--- config.mk ---
export PLATFORM = sky130hd
export DESIGN_NAME = palette_selector
export DESIGN_NICKNAME = d
export VERILOG_FILES = /design/src/rtl/palette_pkg.sv /design/src/rtl/button_release_detector.sv /design/src/rtl/palette_selector.sv
export SDC_FILE = /design/constraint.sdc
export NUM_CORES = 1
export LEC_CHECK = 0
export CAP_MARGIN = 20
export CORE_AREA = 10 10 54 99
export CTS_BUF_LIST = sky130_fd_sc_hd__clkbuf_4 sky130_fd_sc_hd__clkbuf_8
export CTS_CLUSTER_DIAMETER = 40
export DETAILED_ROUTE_END_ITERATION = 10
export DIE_AREA = 0 0 64 109
export PLACE_DENSITY_LB_ADDON = 0.08
export SETUP_SLACK_MARGIN = 0.4
export SLEW_MARGIN = 40
export SYNTH_ARGS = -nofsm -noshare
export SYNTH_HDL_FRONTEND = slang
export SYNTH_SLANG_ARGS = --single-unit
--- constraint.sdc ---
create_clock -name clk -period 4.9 [get_ports clk]
set_input_delay 0.98 -clock clk [delete_from_list [all_inputs] [get_ports clk]]
set_output_delay 0.98 -clock clk [all_outputs]
set_load 0.01 [all_outputs]
--- src/rtl/palette_pkg.sv ---
// rtl/palette_pkg.sv - shared constants and update-action enum for the palette selector
package palette_pkg;

    localparam int ERASE_CODE = 0;
    localparam int RESET_CODE = 1;

    typedef enum logic [2:0] {
        NONE,
        SELECT,
        ERASE_TOGGLE,
        STEP_NEXT,
        STEP_PREV
    } action_e;

endpackage

--- src/rtl/button_release_detector.sv ---
// rtl/button_release_detector.sv - synchronise, debounce and emit a one-cycle pulse on button release
module button_release_detector #(
    parameter int DEBOUNCE_CYCLES = 4
) (
    input  logic clk,
    input  logic reset,
    input  logic raw,
    output logic release_pulse
);

    // A one-cycle debounce still needs a 1-bit counter so the compare has something to look at.
    localparam int CNT_W = (DEBOUNCE_CYCLES > 1) ? $clog2(DEBOUNCE_CYCLES) : 1;
    localparam logic [CNT_W-1:0] CNT_LAST = CNT_W'(DEBOUNCE_CYCLES - 1);

    logic             sync1_q, sync1_d;
    logic             sync2_q, sync2_d;
    logic             stable_q, stable_d;
    logic             stable_prev_q, stable_prev_d;
    logic             pulse_q, pulse_d;
    logic [CNT_W-1:0] cnt_q, cnt_d;

    // Next-state: sync chain, debounce counter, and falling-edge detect on the stable level.
    always_comb begin
        sync1_d       = raw;
        sync2_d       = sync1_q;
        stable_d      = stable_q;
        cnt_d         = '0;
        if (sync2_q != stable_q) begin
            if (cnt_q == CNT_LAST) begin
                stable_d = sync2_q;
                cnt_d    = '0;
            end else begin
                cnt_d = cnt_q + 1'b1;
            end
        end
        stable_prev_d = stable_q;
        pulse_d       = stable_prev_q & ~stable_q;
    end

    // State registers; reset clears everything so a held button reads as a fresh press.
    always_ff @(posedge clk) begin
        if (reset) begin
            sync1_q       <= 1'b0;
            sync2_q       <= 1'b0;
            stable_q      <= 1'b0;
            stable_prev_q <= 1'b0;
            pulse_q       <= 1'b0;
            cnt_q         <= '0;
        end else begin
            sync1_q       <= sync1_d;
            sync2_q       <= sync2_d;
            stable_q      <= stable_d;
            stable_prev_q <= stable_prev_d;
            pulse_q       <= pulse_d;
            cnt_q         <= cnt_d;
        end
    end

    assign release_pulse = pulse_q;

endmodule

--- src/rtl/palette_selector.sv ---
// rtl/palette_selector.sv - paint color code register driven by debounced buttons and direct select
module palette_selector #(
    parameter  int NUM_COLORS      = 8,
    parameter  int DEBOUNCE_CYCLES = 4,
    localparam int IDX_W           = $clog2(NUM_COLORS)
) (
    input  logic             clk,
    input  logic             reset,
    input  logic             btn_next,
    input  logic             btn_prev,
    input  logic             btn_erase,
    input  logic             sel_valid,
    input  logic [IDX_W-1:0] sel_code,
    output logic [IDX_W-1:0] color,
    output logic             erasing,
    output logic             changed
);

    import palette_pkg::*;

    localparam logic [IDX_W-1:0] ERASE     = IDX_W'(ERASE_CODE);
    localparam logic [IDX_W-1:0] START     = IDX_W'(RESET_CODE);
    localparam logic [IDX_W-1:0] MAX_CODE  = IDX_W'(NUM_COLORS - 1);
    localparam logic [IDX_W:0]   NUM_CODES = (IDX_W + 1)'(NUM_COLORS);

    logic next_ev, prev_ev, erase_ev;

    button_release_detector #(.DEBOUNCE_CYCLES(DEBOUNCE_CYCLES)) u_next (
        .clk           (clk),
        .reset         (reset),
        .raw           (btn_next),
        .release_pulse (next_ev)
    );

    button_release_detector #(.DEBOUNCE_CYCLES(DEBOUNCE_CYCLES)) u_prev (
        .clk           (clk),
        .reset         (reset),
        .raw           (btn_prev),
        .release_pulse (prev_ev)
    );

    button_release_detector #(.DEBOUNCE_CYCLES(DEBOUNCE_CYCLES)) u_erase (
        .clk           (clk),
        .reset         (reset),
        .raw           (btn_erase),
        .release_pulse (erase_ev)
    );

    action_e          action;
    logic [IDX_W-1:0] color_q, color_d;
    logic [IDX_W-1:0] last_paint_q, last_paint_d;
    logic             erasing_q, erasing_d;
    logic             changed_q, changed_d;

    // Priority resolver: an out-of-range select falls through to the button events.
    always_comb begin
        action = NONE;
        if (sel_valid && ({1'b0, sel_code} < NUM_CODES)) begin
            action = SELECT;
        end else if (erase_ev) begin
            action = ERASE_TOGGLE;
        end else if (next_ev && prev_ev) begin
            action = NONE;
        end else if (next_ev) begin
            action = STEP_NEXT;
        end else if (prev_ev) begin
            action = STEP_PREV;
        end
    end

    // Apply the resolved action; wrap points compare against the last code explicitly.
    always_comb begin
        color_d = color_q;
        case (action)
            SELECT:       color_d = sel_code;
            ERASE_TOGGLE: color_d = (color_q != ERASE) ? ERASE : last_paint_q;
            STEP_NEXT:    color_d = (color_q == MAX_CODE) ? ERASE : color_q + 1'b1;
            STEP_PREV:    color_d = (color_q == ERASE) ? MAX_CODE : color_q - 1'b1;
            default:      color_d = color_q;
        endcase
        last_paint_d = (color_q != ERASE) ? color_q : last_paint_q;
        erasing_d    = (color_d == ERASE);
        changed_d    = (color_d != color_q);
    end

    // Color, remembered paint color and the registered status outputs.
    always_ff @(posedge clk) begin
        if (reset) begin
            color_q      <= START;
            last_paint_q <= START;
            erasing_q    <= 1'b0;
            changed_q    <= 1'b0;
        end else begin
            color_q      <= color_d;
            last_paint_q <= last_paint_d;
            erasing_q    <= erasing_d;
            changed_q    <= changed_d;
        end
    end

    assign color   = color_q;
    assign erasing = erasing_q;
    assign changed = changed_q;

endmodule

# Word level (Yosys, flattened, before mapping)

Cells that the tools add are included.

Flip-flop bits (word level): 29
Input bits: 9
Output and inout bits: 5
Word-level logic and storage cells: 67

Add/subtract/negate cells: 5
Eq/ne operators: 12
Multiplexer cells: 9
Bitwise gates (word level): 9
Reductions and logical operators: 10

Operator list:

| kind                                                                  | count |
|---|---|
| 3-bit two-way mux                                                     | 8 |
| 3-bit case mux with 4 select lines                                    | 1 |
| 3-bit OR reduction                                                    | 3 |
| 2-bit by 1-bit adder with 2-bit output, second input constant         | 3 |
| 2-bit equality test, second input constant                            | 3 |
| 3-bit by 2-bit equality test with 1-bit output, second input constant | 2 |
| 3-bit equality test, second input constant                            | 2 |
| 3-bit logical NOT                                                     | 2 |
| 1-bit inverter                                                        | 6 |
| 2-bit AND reduction                                                   | 3 |
| 3-bit by 1-bit adder with 3-bit output, second input constant         | 1 |
| 1-bit bitwise AND                                                     | 3 |
| 3-bit by 1-bit equality test with 1-bit output, second input constant | 1 |
| 1-bit != test                                                         | 3 |
| 3-bit != test                                                         | 1 |
| 3-bit nonzero test                                                    | 1 |
| 3-bit by 1-bit subtractor with 3-bit output, second input constant    | 1 |
| 1-bit logical AND                                                     | 1 |

# Logic depth before layout (Yosys ltp)

Gate-level depths: netlist of run 1.

Depth after elaboration: 8
Depth in mapped cells: 7
Mapped depth without buffers: 7

# Hierarchy

From an unflattened synthesis of run 1, not the netlist that was laid out.

Cells, all modules: 121
Area, all modules: 1261.2 µm²

Modules (own cells, without submodules):

| module                  | instances | cells each | area an instance (µm²) | seq. area each (µm²) |
|---|---|---|---|---|
| button_release_detector | 3         | 17         | 222.7                  | 140.1 |
| palette_selector        | 1         | 70         | 593.1                  | 160.2 |

# Least setup slack after synthesis of run 1

Ideal clock, no wire load.

Kind: input -> register
Start point: input port sel_valid
End point: register erasing_q, in the netlist erasing
Setup time: 0.128 ns
Data arrival time: 2.283 ns
Data required time: 4.772 ns
Setup slack: 2.489 ns
Stages on the path: 5
Path buffers: 1
Cells stage by stage: buf_4 -> or4b_4 -> o21a_1 -> a311o_1 -> nor4b_4

Cells in the longest elaborated chain, start to end: 4
Elaborated cells on any way between the ends: 7
Those cells by class: eq/ne (4); mux (2); reduce/logical (1)

RTL lines:

| item                                              | line                   | text |
|---|---|---|
| start, declared                                   | palette_selector.sv:12 | `input logic sel_valid,` |
| 3-bit two-way mux (*)                             | palette_selector.sv:58 | `if (sel_valid && ({1'b0, sel_code} < NUM_CODES)) begin` |
| 3-bit equality test, or another cell as far along | palette_selector.sv:74 | `case (action)` |
| 3-bit case mux with 4 select lines (*)            | palette_selector.sv:74 |  |
| 3-bit logical NOT (*)                             | palette_selector.sv:82 | `erasing_d = (color_d == ERASE);` |
| end signal, assigned                              | palette_selector.sv:96 | `erasing_q <= erasing_d;` |
| end, declared                                     | palette_selector.sv:52 | `logic erasing_q, erasing_d;` |

Mark *: on every way between the ends. The rest lies on a longest branch, timed or not.
A chain may end at the register's enable or synchronous reset.

# Final worst setup path of run 1

Ends and elaborated chain as after synthesis.

==> results.txt, run 1 <==
The boundary pin count came out at 14. The type of element capturing the critical path is a register. The clock period minus final worst setup slack came out at 2.696 ns. The die area is 6976 um^2.

The area growth from synthesis to final layout is 20.12%. The min-delay analysis places its worst path in the category reg2reg. sky130_fd_sc_hd__dfxtp_1 is the most common cell in the netlist. The total placed cells including tap cells came out at 191. In this run the most used layer during global routing was met2.

The analysis attributes to cell leakage a power of 0.6160 nW. After clock tree synthesis, the repair step resized 0 gates. Ranked by total cell area, the synthesized netlist is headed by sky130_fd_sc_hd__dfxtp_1 45%, sky130_fd_sc_hd__ha_1 6.8%, sky130_fd_sc_hd__nor2_1 4.9%.

The arrival time reported for the critical path endpoint is 2.85 ns. The part of the cycle the worst path needs is 55.02%. Clock-pin slew was measured on the worst setup and hold paths at 0.06 ns.

In this run the power density over the cells is 326.5 nW/um^2. Ranked by instance count, the synthesized netlist is headed by 29 x sky130_fd_sc_hd__dfxtp_1, 17 x sky130_fd_sc_hd__nor2_1, 10 x sky130_fd_sc_hd__nor2b_1, 8 x sky130_fd_sc_hd__inv_1, 7 x sky130_fd_sc_hd__ha_1. The clock tree from TritonCTS is done. In the synthesized netlist the dominant register cell turns out to be sky130_fd_sc_hd__dfxtp_1. The root buffer cell chosen for the clock tree is sky130_fd_sc_hd__clkbuf_8. The number of global-route vias before repair came out at 1,038.

The mean instance size in the synthesized netlist is 9.801 um^2. The final number of max-transition violations is 0. The sink count of the clock tree came out at 29. Setup repair after global routing left no endpoint under its margin. The setup slack of the critical path after layout came out at 2.204 ns. The all-layer global routing usage came out at 8.955%.

The DRC violation count after routing is 0. The final antenna diode count is 0. Summed over its instances, the top area cell type makes up 44.87% of the synthesized netlist area. In this run the horizontal extent of the chip is 64 um. The global-route wire length before repair came out at 4.747 mm. The sequential fraction of the synthesis area came out at 44.87%. The detail route stage leaves a number of antenna-violating nets equal to 0.

The synthesized design contains 0 enable-type register cells. The insertion delay of the later-clocked pin in the worst-skew pair came out at 0.27 ns. The first detailed-routing pass ran for 3 iterations. The number of hold buffers added after CTS was 0. The critical path is of the in2reg type. The maximum number of pins on one net before global-route repair came out at 27.

The number of warning messages in the yosys log came out at 0. The run finished with clean final reports. The number of antenna violations at the first check in global routing is 0.

The fraction of synthesis flops using an asynchronous set or reset pin is 0%. The maximum ir drop on the vdd rail is 201.7 uV. The met2 capacity usage during global routing is 16.09%. The worst pin sits at a relative slew slack of 59.53%.

Data on the critical path is required at its endpoint by 5.06 ns. At the end of the flow the core is filled with cells to 40.86%. The share of post-route cells with drive strength above 1 came out at 10.14%. The average vias per placed instance is 4.889. The maximum operating frequency is 370.9 MHz. The flip-flop and latch count after synthesis came out at 29. The slowest stage of the critical path belongs to the cell sky130_fd_sc_hd__clkdlybuf4s50_1. The net count after synthesis came out at 148.

The delay of the slowest critical-path stage is 0.60 ns. The worst setup path is launched from an input port. The number of buffers between clock root and the deepest sink came out at 2.

Hold is met by 0.4206 ns. The worst clock skew is 0.001288 ns. The register-to-register path setup slack is 2.76 ns. The number of buffers created by CTS came out at 5. For this block, the routed nets add up to 2.739 mm of wire. The cell count after synthesis came out at 132.

The actual slew at the worst max-slew pin came out at 0.6018 ns. The number of violations of the max-capacitance limit is 0. Summed over all failing endpoints, the final setup total negative slack is 0 ns.

The met1 global-route usage came out at 6.826%. The DRC violation total after the first TritonRoute iteration came out at 27. Setup violations remaining at the end of the flow were counted as 0. The pre-CTS setup slack is 1.923 ns. The critical path goes through clkdlybuf4s50_1, or4b_4, o21a_1, a311o_1, nor4b_4. For this run, the post-layout net count is 163. The post-synth design cell area is 1294 um^2. Counting distinct cell types in the post-synthesis netlist gives 38. The count of H-tree levels built during CTS is 2. The row count came out at 32.

The total number of vias is 973. The met3 global-route usage came out at 2.569%. Routability-driven placement finished with a final weighted congestion of 0.8678. Summed over all nets, the half-perimeter wirelength after detailed placement is 2.180 mm. In this run the worst path has a maximum fanout of 10.

In this run the standard cell core region covers 3804 um^2. Measured along the y axis, the die boundary spans 109 um. The finished layout holds 199 standard cells, fillers aside.

The wire length per cell after detailed routing came out at 13.76 um. The number of I/O port buffers is 13. The hold violation count in the final report came out at 0. Summed over all instances, the cell type with the most area after synthesis is sky130_fd_sc_hd__dfxtp_1. The post-CTS setup-driven buffer insertion count is 0. The total congestion overflow after global routing is 0. The effective utilization at floorplan came out at 34.01%.
[per-stage QoR]
stage	power (mW)	area [um^2]
3_5_place_dp	0.3030	1453
2_1_floorplan	0.2827	1294
3_3_place_gp	0.3034	1458
5_1_grt	0.5342	1554
4_1_cts	0.5182	1554
6_report	0.5074	1554
[worst max-delay path: cells and delay by family]
family | cells | cell delay (ns)
AND/OR/NAND/NOR | 2 | 0.71
buffers and inverters | 1 | 0.60
AO/OA/AOI/OAI | 2 | 0.56
[routing by layer]
metal,up-vias,routed length [um],part of all wire (%)
met3,17,104,3.8
met4,0,284,10
met2,23,1461,53
met1,450,889,32
met5,-,0,0
li1,483,-,-
[path summary, 6_finish.rpt]
| kind | startpoint | endpoint | depth (start not counted) |
|---|---|---|---|
| setup / recovery | sel_valid | erasing | 5 |
| hold reg to reg | u_prev.cnt_q[0] | u_prev.cnt_q[0] | 1 |
| setup reg to reg | color[1] | color[1] | 7 |
| hold / removal | u_prev.cnt_q[0] | u_prev.cnt_q[0] | 1 |
[cell families (layout without fill, tap and decap cells)]
kind of cell / count (synthesis) / after routing / share of synthesized area [%]
buffers and inverters: 13 / 29 / 4.642
DFF: 29 / 29 / 44.87
muxes: 5 / 5 / 3.869
adders and majority gates: 7 / 7 / 6.770
xor gates and xnor gates: 3 / 3 / 2.031
and+or+nand+nor: 54 / 54 / 26.11
AOI/OAI and AO/OA: 21 / 21 / 11.70
[power breakdown]
group          switching, mW  internal [mW]  total [mW]  leakage [nW]
clock network         0.0839          0.127       0.210        0.0542
logic                 0.0242         0.0239      0.0481         0.325
registers            0.00533          0.244       0.249         0.237
total                  0.113          0.394       0.507         0.616
[sequential cells by signal, summed over array words and instances, names as in the netlist, 2 cells and up]
name           cells
last_paint_q       3
color              3
u_next.cnt_q       2
u_prev.cnt_q       2
u_erase.cnt_q      2
[layout by cell type, fill, tap and decap left out, types with 2 or more instances in the layout]
cell type and n:
sky130_fd_sc_hd__a21oi_1 2, sky130_fd_sc_hd__a311o_1 2, sky130_fd_sc_hd__and2_1 2, sky130_fd_sc_hd__clkbuf_8 7
sky130_fd_sc_hd__clkdlybuf4s50_1 12, sky130_fd_sc_hd__dfxtp_1 29, sky130_fd_sc_hd__ha_1 7, sky130_fd_sc_hd__inv_1 8
sky130_fd_sc_hd__mux2i_1 5, sky130_fd_sc_hd__nand2_1 5, sky130_fd_sc_hd__nand2b_1 3, sky130_fd_sc_hd__nand3_1 2
sky130_fd_sc_hd__nor2_1 17, sky130_fd_sc_hd__nor2b_1 10, sky130_fd_sc_hd__nor3b_1 4, sky130_fd_sc_hd__o21a_1 2
sky130_fd_sc_hd__o21ai_0 5, sky130_fd_sc_hd__or3_1 3, sky130_fd_sc_hd__xnor2_1 3
[final cells by class]
type | instances | area (um^2)
Sequential cell | 29 | 580.6
Tap cell | 51 | 63.81
Fill cell | 405 | 2250
Clock buffer | 7 | 96.34
Multi-Input combinational cell | 90 | 653.1
Timing Repair Buffer | 13 | 125.1
Inverter | 8 | 30.03
Clock inverter | 1 | 5.005
Note: power is estimated with default switching activity, not from simulation.
==> run 2: changes to the inputs <==
- clock period: 4.9 -> 2.5 ns (I/O delays scaled with it)
==> results.txt, run 2 (synthesized netlist as in run 1, its figures left out) <==
In the final routed layout, each cell accounts on average for 13.75 um. The final layout contains routed wiring with a total length of 2.792 mm. The final antenna diode count came out at 0.

Setup violations remaining at the end of the flow were counted as 0. The worst clock skew came out at 0.006495 ns. The launch point of the critical path is sel_valid. The half-perimeter wire length after placement is 2.176 mm. The global-route wire length before repair is 4.754 mm. The number of buffers between clock root and the deepest sink came out at 2. The row count came out at 32. The vertical extent of the die is 109 um.

The average vias per placed instance is 4.788. The arrival time reported for the critical path endpoint came out at 2.16 ns. The critical path goes through clkdlybuf4s50_1, or4b_4, o21a_1, a311o_1, nor4b_4. The delay of the slowest critical-path stage came out at 0.51 ns. The clock period minus final worst setup slack is 2.004 ns. The post-CTS setup-driven buffer insertion count came out at 0. The actual slew at the worst max-slew pin came out at 0.6113 ns. The all-layer global routing usage is 8.775%.

The area inside the core boundary came out at 3804 um^2. Setup repair after global routing left no endpoint under its margin. The required time of the critical path came out at 2.65 ns.

The slowest cell on the critical path is sky130_fd_sc_hd__or4b_4. The worst setup path is of the in2reg kind. The hold violation count in the final report is 0. The insertion delay of the later-clocked pin in the worst-skew pair is 0.27 ns. The utilization after layout is 41.84%. The width of the die is 64 um. The leakage power came out at 0.6353 nW. Leaving out fill and tap cells, the most frequent cell in the layout is sky130_fd_sc_hd__dfxtp_1. The setup slack of the critical path after layout is 0.4962 ns.

The number of I/O port buffers is 13. The share of post-route cells with drive strength above 1 came out at 13.16%. The final net count is 167. The maximum ir drop on the vdd rail came out at 553.4 uV. The clock root buffer master is sky130_fd_sc_hd__clkbuf_8. The number of global-route vias before repair is 1,019.

Setup total negative slack on the finished layout was measured at 0 ns. The run finished with clean final reports. Based on the critical path, the design can be clocked at up to 499.0 MHz.

The pre-CTS setup slack is 0.2205 ns. The part of the cycle the worst path needs is 80.15%. After detailed routing, the number of remaining DRC violations is 0. Hold timing on the final database bottoms out at a slack of 0.4192 ns.

The boundary pin count is 14. The die area is 6976 um^2. After clock tree synthesis, the flow added hold-fix buffers numbering 0. The effective utilization at floorplan came out at 34.01%. The maximum fanout encountered on the critical timing path is 3. The first-pass iteration count of the detailed router is 3. The number of violations of the max-capacitance limit is 0.

In this run the worst hold path is classified as reg2reg. The final number of max-transition violations came out at 0. The total overflow left after global routing is 0. The DRC violation total after the first TritonRoute iteration came out at 20.

The maximum number of pins on one net before global-route repair is 16. The number of clock buffers added by TritonCTS is 5. The global placer's final weighted congestion is 0.8475. The register clock-pin slew on the reported worst setup and hold paths is 0.06 ns. The area growth from synthesis to final layout is 23.02%. The reg-to-reg critical path startpoint is color[1]. In the layout the commonest cells are 29 x sky130_fd_sc_hd__dfxtp_1, 17 x sky130_fd_sc_hd__nor2_1, 13 x sky130_fd_sc_hd__clkdlybuf4s50_1, 10 x sky130_fd_sc_hd__nor2b_1, 8 x sky130_fd_sc_hd__inv_1. The worst max-slew margin expressed relative to the limit is 59.12%. In this run the most critical hold path is launched from u_prev.cnt_q[0]. The total power came out at 0.9607 mW. The sink count of the clock tree is 29.

The total number of vias is 972. The number of antenna violations at the first check in global routing is 0. The worst setup path is captured at a register.

The startpoint kind of the worst setup timing path is an input port. The total power per unit cell area came out at 603.6 nW/um^2. The count of instances resized after the clock tree is built came out at 0. The count of H-tree levels built during CTS came out at 2. The clock tree from TritonCTS is done. The detail route stage leaves a number of antenna-violating nets equal to 0.
==> run 2: path summary, 6_finish.rpt <==
kind | to | slack (ns) | cells after the start
worst max-delay path | erasing | 0.50 | 5
worst min-delay path | u_prev.cnt_q[0] | 0.42 | 1
worst max register to register | changed | 0.51 | 7
worst min register to register | u_prev.cnt_q[0] | 0.42 | 1
==> run 2: metrics by stage <==
stage / cell area (um^2) / instances
global placement: 1488 / 195
global route: 1592 / 203
floorplan: 1294 / 132
detailed placement: 1488 / 195
finish: 1592 / 203
CTS: 1574 / 203
==> run 2: metal layers <==
| metal | vias up | share of wire, % | track usage [%] |
|---|---|---|---|
| met3 | 4 | 2.8 | 2.569 |
| met4 | 0 | 1.6 | 4.717 |
| met5 | - | 0 | 0 |
| met1 | 466 | 36 | 7.383 |
| li1 | 492 | - | - |
| met2 | 10 | 60 | 17.45 |
==> run 2: power by group <==
| group | internal, mW | switching (mW) | leakage, nW |
|---|---|---|---|
| Sequential | 0.477 | 0.0106 | 0.237 |
| Combinational | 0.0546 | 0.0507 | 0.350 |
| Clock | 0.203 | 0.164 | 0.0484 |
| Total | 0.735 | 0.226 | 0.635 |
==> run 2: critical path: cells and delay by family <==
family / cells / cell delay (ns)
AOI/OAI and AO/OA: 2 / 0.56
buffers and inverters: 1 / 0.44
and+or+nand+nor: 2 / 0.65
==> run 2: layout make-up <==
class,instances,area (um^2)
Clock buffer,6,76.32
Clock inverter,2,10.01
Fill cell,417,2212
Inverter,8,30.03
Multi-Input combinational cell,90,670.6
Sequential cell,29,580.6
Tap cell,51,63.81
Timing Repair Buffer,17,160.2
==> run 3: changes to the inputs <==
- clock period: 2.5 -> 1.6 ns (I/O delays scaled with it)
==> results.txt, run 3 (synthesized netlist as in run 1, its figures left out) <==
The run finished, with violations left. The checks that failed: negative setup slack. The clock root buffer master is sky130_fd_sc_hd__clkbuf_8. Based on the critical path, the design can be clocked at up to 585.6 MHz. The number of filler cells placed in the layout is 379. The first TritonRoute pass finished after 2 iterations. The width of the die is 64 um. Pin placement for this block handled 14 I/O pins. The delay of the slowest critical-path stage is 0.36 ns. The total placed instance area came out at 1625 um^2.

With fillers left out, the area of the finished cells amounts to 1790 um^2. The maximum number of pins on one net before global-route repair came out at 21. The number of cells traversed by the worst register-to-register path is 7.

The DRC violation total after the first TritonRoute iteration is 7. The min-delay analysis places its worst path in the category reg2reg. Dividing the detail-routed via count by the number of cells gives 4.824. The worst setup path is launched from a register. The slowest cell on the critical path is sky130_fd_sc_hd__dfxtp_4. The vertical extent of the die came out at 109 um. The library cell used most frequently in the layout, excluding fill and tap cells, is sky130_fd_sc_hd__dfxtp_1.

The clock tree from TritonCTS is done. The wire length on met1 came out at 1.016 mm. In this run the worst path has a maximum fanout of 4. The area growth from synthesis to final layout came out at 38.39%. The DRC violation count after routing is 0. The worst hold path terminates at u_prev.cnt_q[0]. The arrival time reported for the critical path endpoint is 1.85 ns.

The number of hold buffers added after cts came out at 0. The initial utilization of the core area, before any placement, comes to 34.01%. The hold violation count in the final report is 0. The wire length per cell after detailed routing came out at 13.84 um. The top cell types in the final layout, fill and taps aside, are 23 x sky130_fd_sc_hd__dfxtp_1, 17 x sky130_fd_sc_hd__nor2_1, 13 x sky130_fd_sc_hd__buf_4, 10 x sky130_fd_sc_hd__nor2b_1. The total setup violations reported at the end of the flow is 3. Along the worst hold path, the cell count comes to 1. The type of element capturing the critical path is a register. The post-detailed-routing wire length came out at 2.989 mm. Cells with a size suffix above 1 make up 32.12% of the layout. IR analysis of the VDD net gives a maximum drop of 799.3 uV. By instance count, the cell type seen most on the critical path is sky130_fd_sc_hd__ha_4. In this run the tool buffered the top-level ports with 13 buffer cells.

The row count is 32. The area inside the core boundary came out at 3804 um^2. The clock passes through at most 2 buffers. Once layout is complete, the utilization of the core stands at 47.07%. The register clock-pin slew on the reported worst setup and hold paths is 0.06 ns.

The signal on the critical path passes through ha_4, ha_4, and4bb_2, o31a_1, a31oi_1, o21ai_1, nand3_1. The worst pin sits at a relative slew slack of 77.13%. Wire segments on met3 add up to 71 um in the final route. The number of global-route vias before repair is 1,138. The total congestion overflow after global routing is 0. The number of antenna violations at the first check in global routing came out at 0. In the final layout, the multi-input gates occupy 739.5 um^2. The area occupied by registers is 598.1 um^2. For this design the static power due to leakage is 0.7258 nW. Setup repair after global routing could not meet its margin everywhere.

The count of H-tree levels built during CTS is 2. The register-to-register path setup slack came out at -0.11 ns. Clock tree synthesis found a total of 29 sinks. For this design the ratio of total power to cell area is 864.9 nW/um^2. The met2 layer wire length in the routed design came out at 1.803 mm. The actual slew at the worst max-slew pin came out at 0.3387 ns. The number of buffers created by CTS is 5. After layout, the worst setup slack is -0.1077 ns. The reg-to-reg endpoint is changed. The clock period minus final worst setup slack is 1.708 ns.

Routability-driven placement finished with a final weighted congestion of 0.7921. The total number of vias came out at 1,042. The part of the cycle the worst path needs came out at 106.7%. The worst clock skew is 0.004431 ns. After detailed routing, no signal wire sits above met4.

The final number of max-transition violations is 0. The number of violations of the max-capacitance limit is 0. The number of antenna diodes in the final layout is 0. The start point of the worst min-delay path is u_prev.cnt_q[0]. The insertion delay of the later-clocked pin in the worst-skew pair came out at 0.27 ns. The required time of the critical path came out at 1.74 ns. The remaining number of nets flagged by the antenna check after routing is 0. The die area is 6976 um^2.

The global-route wire length before repair came out at 5.009 mm. By startpoint and endpoint, the worst setup path is classified as reg2reg. In this run the critical register-to-register path is launched from color[0]. The half-perimeter wire length after placement is 2.422 mm. The final net count is 180. The all-layer global routing usage is 9.325%.
[run 3: cell types whose count changed in the layout (fill, tap and decap cells not counted), sizes merged]
cell / previous run / this run
clkbuf: 6 / 7
dlygate4sd2: 0 / 3
clkdlybuf4s15: 0 / 1
buf: 4 / 19
clkdlybuf4s50: 13 / 6
[run 3: layer usage]
metal  GRT usage [%]  vias up
met2           18.96       15
met3           2.467        8
met5               0        -
met1           6.938      498
met4           6.918        0
li1                -      521
[run 3: worst max-delay path by stage]
stage	start	endpoint	slack, ns	depth (start not counted)
finish	color[0]	changed	-0.11	7
floorplan	color[1]	color[1]	-0.06	6
global placement	sel_valid	erasing	-0.41	5
CTS	color[1]	changed	-0.18	7
detailed placement	sel_valid	erasing	-0.45	5
global route	color[0]	changed	-0.20	7
[run 3: repair_timing]
item | in CTS | in global routing
setup endpoints to repair | 16 | 9
endpoints found under the hold margin | 0 | 0
pin swaps | 10 | 9
resized for setup | 28 | 12
buffers inserted | 1 | 0
[run 3: critical path: cells and delay by family (launching register included)]
family	cells	cell delay, ns
DFF	1	0.36
AOI/OAI and AO/OA	3	0.39
and+or+nand+nor	2	0.37
adders and majority gates	2	0.43
[run 3: cell type report]
type,instances,area share (%)
sequential,29,33.40
tap,51,3.564
clock buffer,6,4.263
inverter,8,1.817
timing repair buffer,30,15.09
clock inverter,2,0.5590
multi-input combinational,90,41.30
[run 3: where the power goes]
part	switching (mW)	internal, mW	leakage [nW]
clock	0.256	0.317	0.0484
combinational	0.0967	0.118	0.437
sequential	0.0173	0.743	0.240
total	0.370	1.18	0.726
[run 3: per-stage QoR]
step	instances	TNS, ns	total power [mW]	hold slack, ns	setup slack (ns)
floorplan	132	-0.1429	0.8769	0.3974	-0.06145
global placement	207	-1.599	0.9746	0.4056	-0.4112
detailed placement	207	-1.751	0.9791	0.4151	-0.4497
CTS	216	-0.5011	1.578	0.4241	-0.1766
global route	216	-0.5655	1.633	0.4450	-0.1964
finish	216	-0.3091	1.548	0.4190	-0.1077
